File: config.mk
export PLATFORM = sky130hd
export DESIGN_NAME = midi_mmio_bridge_flat
export DESIGN_NICKNAME = d
export VERILOG_FILES = /design/src/rtl/midi_mmio_pkg.sv /design/src/rtl/midi_mmio_bridge_if.sv /design/src/rtl/midi_mmio_bridge_sync_fifo.sv /design/src/rtl/midi_mmio_bridge.sv /design/src/flat_wrapper.sv
export SDC_FILE = /design/constraint.sdc
export NUM_CORES = 1
export LEC_CHECK = 0
export CORE_ASPECT_RATIO = 0.9
export CORE_MARGIN = 3
export CORE_UTILIZATION = 52
export DETAILED_ROUTE_END_ITERATION = 7
export PLACE_DENSITY_LB_ADDON = 0.08
export SKIP_LAST_GASP = 1
export SLEW_MARGIN = 15
export SYNTH_ARGS = -nofsm -noshare
export SYNTH_HDL_FRONTEND = slang
export SYNTH_SLANG_ARGS = --single-unit
File: constraint.sdc
create_clock -name clock -period 9 [get_ports clock]
set_clock_uncertainty 0.2 [all_clocks]
set_input_delay 1.8 -clock clock [delete_from_list [all_inputs] [get_ports clock]]
set_output_delay 1.8 -clock clock [all_outputs]
set_load 0.02 [all_outputs]
File: src/rtl/midi_mmio_pkg.sv
// Shared constants and payload types for the MIDI MMIO bridge.
// Holds register offsets, the default MMIO window base, status bit
// positions and the packed read-back layouts of the FIFO registers.
package midi_mmio_pkg;

    localparam int unsigned DATA_W = 32;
    localparam int unsigned OFF_W  = 4;

    localparam logic [OFF_W-1:0] RXDATA_OFF = 4'd0;
    localparam logic [OFF_W-1:0] RXSTAT_OFF = 4'd1;
    localparam logic [OFF_W-1:0] TICK_OFF   = 4'd2;
    localparam logic [OFF_W-1:0] NOTE_OFF   = 4'd3;

    localparam logic [DATA_W-1:0] MMIO_BASE_DEFAULT = 32'h0000_F000;

    localparam int unsigned OVF_BIT = 31;

    // RXDATA read-back: head byte plus a nonempty flag in bit 8
    typedef struct packed {
        logic [22:0] rsvd;
        logic        nonempty;
        logic [7:0]  data_byte;
    } rxdata_t;

    // RXSTAT read-back: sticky overflow in bit 31, entry count in [7:0]
    typedef struct packed {
        logic        ovf;
        logic [22:0] rsvd;
        logic [7:0]  count;
    } rxstat_t;

endpackage

File: src/rtl/midi_mmio_bridge_if.sv
// Processor dmem-port bundle seen by the bridge.
//   master: processor side (drives address_dmem/data/wren/rden, takes q_dmem)
//   slave : bridge side
interface midi_mmio_bridge_if;
    import midi_mmio_pkg::*;

    logic [DATA_W-1:0] address_dmem;
    logic [DATA_W-1:0] data;
    logic              wren;
    logic              rden;
    logic [DATA_W-1:0] q_dmem;

    modport master (output address_dmem, data, wren, rden, input q_dmem);
    modport slave  (input address_dmem, data, wren, rden, output q_dmem);

endinterface

File: src/rtl/midi_mmio_bridge_sync_fifo.sv
// sync_fifo: single-clock FIFO with simultaneous push/pop support.
// Ports: clk, rst (async active-high), push, pop, wdata,
//        head_c (front entry), full_c, empty_c, count,
//        drop_c (push refused because full with no pop this cycle).
module sync_fifo #(
    parameter int unsigned WIDTH = 8,
    parameter int unsigned DEPTH = 16
) (
    input  logic                         clk,
    input  logic                         rst,
    input  logic                         push,
    input  logic                         pop,
    input  logic [WIDTH-1:0]             wdata,
    output logic [WIDTH-1:0]             head_c,
    output logic                         full_c,
    output logic                         empty_c,
    output logic                         drop_c,
    output logic [$clog2(DEPTH+1)-1:0]   count
);

    localparam int unsigned AW = (DEPTH > 1) ? $clog2(DEPTH) : 1;
    localparam int unsigned CW = $clog2(DEPTH + 1);

    logic [WIDTH-1:0] mem [DEPTH];
    logic [AW-1:0]    wr_ptr;
    logic [AW-1:0]    rd_ptr;
    logic             pop_do;
    logic             push_do;

    assign empty_c = (count == '0);
    assign full_c  = (count == CW'(DEPTH));
    assign head_c  = mem[rd_ptr];

    // A pop frees a slot in the same cycle, so a full FIFO still accepts a push
    assign pop_do  = pop && !empty_c;
    assign push_do = push && (!full_c || pop_do);
    assign drop_c  = push && full_c && !pop_do;

    // Storage array: no reset needed, validity tracked by count
    always_ff @(posedge clk) begin
        if (push_do) begin
            mem[wr_ptr] <= wdata;
        end
    end

    // Pointers and occupancy; DEPTH is a power of two so pointers wrap naturally
    always_ff @(posedge clk or posedge rst) begin
        if (rst) begin
            wr_ptr <= '0;
            rd_ptr <= '0;
            count  <= '0;
        end else begin
            if (push_do) begin
                wr_ptr <= wr_ptr + AW'(1);
            end
            if (pop_do) begin
                rd_ptr <= rd_ptr + AW'(1);
            end
            if (push_do && !pop_do) begin
                count <= count + CW'(1);
            end else if (pop_do && !push_do) begin
                count <= count - CW'(1);
            end
        end
    end

endmodule

File: src/rtl/midi_mmio_bridge.sv
// midi_mmio_bridge: decodes processor dmem accesses into RAM traffic or a
// 16-word MMIO register window (MIDI RX FIFO, status, tick counter, note).
// Ports: clock, reset (async active-high); dmem (slave modport: address_dmem,
//        data, wren, rden, q_dmem); ram_addr/ram_data/ram_wren/ram_q to RAM;
//        midi_byte/midi_valid from the UART; note_out to the synth voice;
//        rx_nonempty FIFO status.
// Build option: define MIDI_MMIO_TICK_EN to include the free-running TICK
// counter; otherwise offset 2 reads 0 and ignores writes.
module midi_mmio_bridge
    import midi_mmio_pkg::*;
#(
    parameter int unsigned       FIFO_DEPTH = 16,
    parameter logic [DATA_W-1:0] MMIO_BASE  = MMIO_BASE_DEFAULT,
    parameter int unsigned       RAM_AW     = 12
) (
    input  logic                clock,
    input  logic                reset,
    midi_mmio_bridge_if.slave   dmem,
    output logic [RAM_AW-1:0]   ram_addr,
    output logic [DATA_W-1:0]   ram_data,
    output logic                ram_wren,
    input  logic [DATA_W-1:0]   ram_q,
    input  logic [7:0]          midi_byte,
    input  logic                midi_valid,
    output logic [DATA_W-1:0]   note_out,
    output logic                rx_nonempty
);

    localparam int unsigned CW = $clog2(FIFO_DEPTH + 1);

    logic             hit;
    logic [OFF_W-1:0] off;
    logic             fifo_pop;
    logic [7:0]       fifo_head;
    logic             fifo_full;
    logic             fifo_empty;
    logic             fifo_drop;
    logic [CW-1:0]    fifo_count;
    logic             overflow;
    logic [DATA_W-1:0] tick_rd;
    logic [DATA_W-1:0] q_c;
    rxdata_t          rxdata_c;
    rxstat_t          rxstat_c;

    assign hit = (dmem.address_dmem[DATA_W-1:OFF_W] == MMIO_BASE[DATA_W-1:OFF_W]);
    assign off = dmem.address_dmem[OFF_W-1:0];

    assign ram_addr = dmem.address_dmem[RAM_AW-1:0];
    assign ram_data = dmem.data;
    assign ram_wren = dmem.wren && !hit;

    // Pop only on a real load of RXDATA with data present
    assign fifo_pop = dmem.rden && hit && (off == RXDATA_OFF) && !fifo_empty;

    sync_fifo #(
        .WIDTH (8),
        .DEPTH (FIFO_DEPTH)
    ) u_rx_fifo (
        .clk     (clock),
        .rst     (reset),
        .push    (midi_valid),
        .pop     (fifo_pop),
        .wdata   (midi_byte),
        .head_c  (fifo_head),
        .full_c  (fifo_full),
        .empty_c (fifo_empty),
        .drop_c  (fifo_drop),
        .count   (fifo_count)
    );

    assign rx_nonempty = !fifo_empty;

    // Sticky overflow; a drop in the same cycle as a clearing write wins
    always_ff @(posedge clock or posedge reset) begin
        if (reset) begin
            overflow <= 1'b0;
        end else if (fifo_drop) begin
            overflow <= 1'b1;
        end else if (dmem.wren && hit && (off == RXSTAT_OFF)) begin
            overflow <= 1'b0;
        end
    end

    // Note-control register
    always_ff @(posedge clock or posedge reset) begin
        if (reset) begin
            note_out <= '0;
        end else if (dmem.wren && hit && (off == NOTE_OFF)) begin
            note_out <= dmem.data;
        end
    end

`ifdef MIDI_MMIO_TICK_EN
    logic [DATA_W-1:0] tick;

    // Free-running counter; a write loads data+1 so the following cycle
    // already reflects one elapsed tick past the written value
    always_ff @(posedge clock or posedge reset) begin
        if (reset) begin
            tick <= '0;
        end else if (dmem.wren && hit && (off == TICK_OFF)) begin
            tick <= dmem.data + DATA_W'(1);
        end else begin
            tick <= tick + DATA_W'(1);
        end
    end

    assign tick_rd = tick;
`else
    assign tick_rd = '0;
`endif

    // Register read-back layouts
    always_comb begin
        rxdata_c           = '0;
        rxdata_c.nonempty  = !fifo_empty;
        rxdata_c.data_byte = fifo_empty ? 8'h00 : fifo_head;
        if (fifo_empty) begin
            rxdata_c = '0;
        end
        rxstat_c       = '0;
        rxstat_c.ovf   = overflow;
        rxstat_c.count = 8'(fifo_count);
    end

    // Load data mux: register map inside the window, RAM otherwise
    always_comb begin
        q_c = ram_q;
        if (hit) begin
            case (off)
                RXDATA_OFF: q_c = rxdata_c;
                RXSTAT_OFF: q_c = rxstat_c;
                TICK_OFF:   q_c = tick_rd;
                NOTE_OFF:   q_c = note_out;
                default:    q_c = '0;
            endcase
        end
    end

    assign dmem.q_dmem = q_c;

endmodule

File: src/flat_wrapper.sv
// flat-port wrapper written by rule: the top's interface ports become plain ports
module midi_mmio_bridge_flat import midi_mmio_pkg::*;
#(
    parameter int unsigned       FIFO_DEPTH = 16,
    parameter logic [DATA_W-1:0] MMIO_BASE  = MMIO_BASE_DEFAULT,
    parameter int unsigned       RAM_AW     = 12
)
  (clock, reset, ram_addr, ram_data, ram_wren, ram_q, midi_byte, midi_valid, note_out, rx_nonempty, dmem_address_dmem, dmem_data, dmem_wren, dmem_rden, dmem_q_dmem);
  midi_mmio_bridge_if dmem_i ();
  input  logic clock;
  input  logic reset;
  output logic [RAM_AW-1:0] ram_addr;
  output logic [DATA_W-1:0] ram_data;
  output logic ram_wren;
  input  logic [DATA_W-1:0] ram_q;
  input  logic [7:0] midi_byte;
  input  logic midi_valid;
  output logic [DATA_W-1:0] note_out;
  output logic rx_nonempty;
  input wire logic [$bits(dmem_i.address_dmem)-1:0] dmem_address_dmem;
  input wire logic [$bits(dmem_i.data)-1:0] dmem_data;
  input wire logic [$bits(dmem_i.wren)-1:0] dmem_wren;
  input wire logic [$bits(dmem_i.rden)-1:0] dmem_rden;
  output wire logic [$bits(dmem_i.q_dmem)-1:0] dmem_q_dmem;
  assign dmem_i.address_dmem = dmem_address_dmem;
  assign dmem_i.data = dmem_data;
  assign dmem_i.wren = dmem_wren;
  assign dmem_i.rden = dmem_rden;
  assign dmem_q_dmem = dmem_i.q_dmem;
  midi_mmio_bridge #(.FIFO_DEPTH(FIFO_DEPTH), .MMIO_BASE(MMIO_BASE), .RAM_AW(RAM_AW)) u_core (.clock(clock), .reset(reset), .dmem(dmem_i), .ram_addr(ram_addr), .ram_data(ram_data), .ram_wren(ram_wren), .ram_q(ram_q), .midi_byte(midi_byte), .midi_valid(midi_valid), .note_out(note_out), .rx_nonempty(rx_nonempty));
endmodule
==> impl_metrics.toml <==
[yosys]
syn_nets = 646
syn-cell-area_um2 = 7964
yosysWarnings = 0
synth.top_cell.area_share = 0.4826
synth_compound_area_frac = 0.04352
synth_area_leaders = "edfxtp_1 (48%), dfrtp_1 (14%), mux4_2 (5.9%)"
synth-async-reset-ratio = 0.2644
yosys-top-cells-count = "edfxtp_1 (128), nand2_1 (60), buf_4 (47)"
synth-edff-count = 128
ys_seq_elements = 174
synth-xor-area-share = 0.01210
synthAdderAreaFrac = 0.01665
synth_mux_area_frac = 0.1617
yosysUniqueCellTypes = 43
yosysMostFrequentCell = "edfxtp_1"
synth_seq_area_share = 0.6272
synth_top_family_by_area = "multiplexers"
synthCells = 527
ys.flop_type = "edfxtp_1"
avgSynthCellArea_um2 = 15.11
yosys.area_share.simple = 0.07447
synth.largest_area_cell = "edfxtp_1"

[clocking]
worstSkewPairLatency_ps = 430
root_buffer = "clkbuf_16"
clockBufferDepth = 2
clock-sinks = 174
cts_tree = "yes"
hold_buffers = 0
cts_resized = 0
htree_levels = 4
postCtsSetupRepairBufs = 0
cts.clk_slew.worst_paths_ps = 60
cts_buffers = 17

[floorplanning]
die-width_um = 136.5
dieArea_um2 = 16840
core_um2 = 14870
die_y_um = 123.4
initial_core_util = 0.5355
ios = 219
placementRows = 42

[global_routing]
grt_usage = 0.2529
grt_pass1_vias = 5045
antenna_found_initial = 0
grt_start_max_net_pins = 58
grt_pass1_wl_um = 30330
grt_overflow = 0

[setup_path]
startpoint = "dmem_address_dmem[6]"
cp.arrival_ps = 4580
r2r_setup_slack_ps = 5520
cp_max_fo = 57
r2r_start = "u_core.u_rx_fifo.count[1]$_DFFE_PP0P_"
cp-end-kind = "output port"
slowest_stage = "or2_2"
crit_path_start_kind = "input pin"
crit_required_ps = 7000
crit_top_cell = "clkdlybuf4s50_1"
crit_type = "in2out"
r2r_cells = 12
r2r_end = "u_core.u_rx_fifo.count[4]$_DFFE_PP0P_"
cpPeakStageDelay_ps = 690
path_cells = "clkdlybuf4s50_1 -> nor4_1 -> nand4_1 -> or2_2 -> o21ai_0 -> clkdlybuf4s50_1"

[worst_hold_path]
hold_depth = 1
hold_path_startpoint = "u_core.overflow$_DFFE_PP0P_"
min_to = "u_core.overflow$_DFFE_PP0P_"
worst_hold_path_type = "reg2reg"

[route]
routedWlPerCell_um = 23.41
ant_nets = 0
drt_iter0_markers = 469
drtPass1Iterations = 5
wl_um = 21240
vias_per_cell = 5.687
vias = 5158
drc = 0

[finish]
fillers = 998
drive_gt1_frac = 0.1354
final_area_um2 = 10550
register_area_um2 = 4995
multiInputGateArea_um2 = 2466
layout.nets = 815
areaGrowthSynthToFinish_pct = 32.49
fin_util = 0.7095
antennaDiodeCount = 0

[sta]
fin_ws_ps = 2424
setup_tns_ps = 0
setup_viol = 0
slew_viol_final = 0
tightest_slew_ps = 1115
fin_crit_ps = 6576
max_slew_margin = 0.2462
rsz0062_at_grt = "no"
fin_crit_sh = 0.7306
max_freq_mhz = 152.1
hold_viol = 0

[power_and_ir_drop]
peakVddDrop_mv = 0.1926
combPwrFrac = 0.162
leakagePower_nw = 3.877
p_sw_w = 0.0005468
sequentialPowerShare = 0.478
power_w = 0.002071
power_density_nw_per_um2 = 196.2
switching_share = 0.2641
clkPwrFrac = 0.360
p_int_w = 0.001524

[place]
place_congestion = 0.8910
placed_area_um2 = 9951
dp_hpwl_um = 15040
portBuffers = 218
place_ws_ps = 2495

[run_status]
status = "finished clean"

[job]
cap_violations = 0
flip-flops by register name, summed over array words and instances (netlist names):
register                 count
u_core.u_rx_fifo.count       5
u_core.overflow              1
u_core.note_out             32
u_core.u_rx_fifo.rd_ptr      4
u_core.u_rx_fifo.wr_ptr      4
u_core.u_rx_fifo.mem       128
cell type report:
| class | count | area share |
|---|---|---|
| sequential | 174 | 0.4734 |
| multi-input combinational | 274 | 0.2337 |
| timing repair buffer | 223 | 0.2104 |
| clock buffer | 17 | 0.04032 |
| tap | 198 | 0.02348 |
| clock inverter | 15 | 0.01660 |
| inverter | 6 | 0.002134 |
cell families after synthesis:
family / Yosys count
simple gates: 122
mux: 72
buf+inv: 79
flops: 174
compound gates: 59
xor+xnor: 11
fa+ha+maj: 10
stage by stage:
stage,hold slack [ps],std cells
after global placement,290.7,875
after detailed placement,300.3,875
after global routing,330.8,907
final,310.4,907
after floorplan,266.6,527
after CTS,315.0,907
worst max-delay path by stage:
stage / slack (ps) / cells after the start / end
after detailed placement: 2490 / 6 / dmem_q_dmem[9]
after global placement: 2590 / 6 / dmem_q_dmem[9]
after floorplan: 3640 / 7 / dmem_q_dmem[11]
after CTS: 2480 / 6 / dmem_q_dmem[9]
after global routing: 2330 / 6 / dmem_q_dmem[9]
final: 2420 / 6 / dmem_q_dmem[9]
metal layers:
metal	track usage	vias up	wire (um)
met1	0.3152	2567	8016
li1	-	2297	-
met5	0	-	0
met4	0.09194	0	467
met3	0.07404	40	1795
met2	0.4251	254	10960
critical path, delay by kind of cell:
kind | cells | cell delay [ps]
AOI/OAI and AO/OA | 1 | 410
and+or+nand+nor | 3 | 1240
buffers and inverters | 2 | 1100
power groups by stage:
stage               clock (W)  combinational, W  sequential (W)
finish               0.000745          0.000336        0.000990
global route         0.000788          0.000363        0.000998
CTS                  0.000754          0.000338        0.000989
detailed placement          0          0.000335         0.00101
global placement            0          0.000324         0.00100
floorplan                   0          0.000207        0.000984
layout by cell type (no fill, tap or decap), types with 3 or more instances in the layout:
cell / netlist / final
mux4_1: 16 / 16
dfrtp_1: 46 / 46
and2_1: 3 / 3
xor2_1: 3 / 3
o21ai_0: 29 / 29
clkdlybuf4s50_1: 0 / 218
buf_4: 47 / 5
o21ai_1: 5 / 5
mux4_2: 21 / 21
edfxtp_1: 128 / 128
inv_8: 0 / 3
nor2b_1: 5 / 5
xnor2_1: 8 / 8
inv_6: 0 / 4
clkbuf_16: 0 / 17
inv_1: 6 / 5
a21oi_1: 8 / 8
a22oi_1: 7 / 7
nand2_1: 60 / 60
nand3_1: 13 / 13
clkinvlp_4: 0 / 3
and3_1: 15 / 15
mux2_2: 34 / 34
nor2_1: 7 / 7
ha_1: 9 / 9
nor4_1: 6 / 6
a22o_1: 5 / 5
No activity file was read; power rests on OpenSTA's default activity.
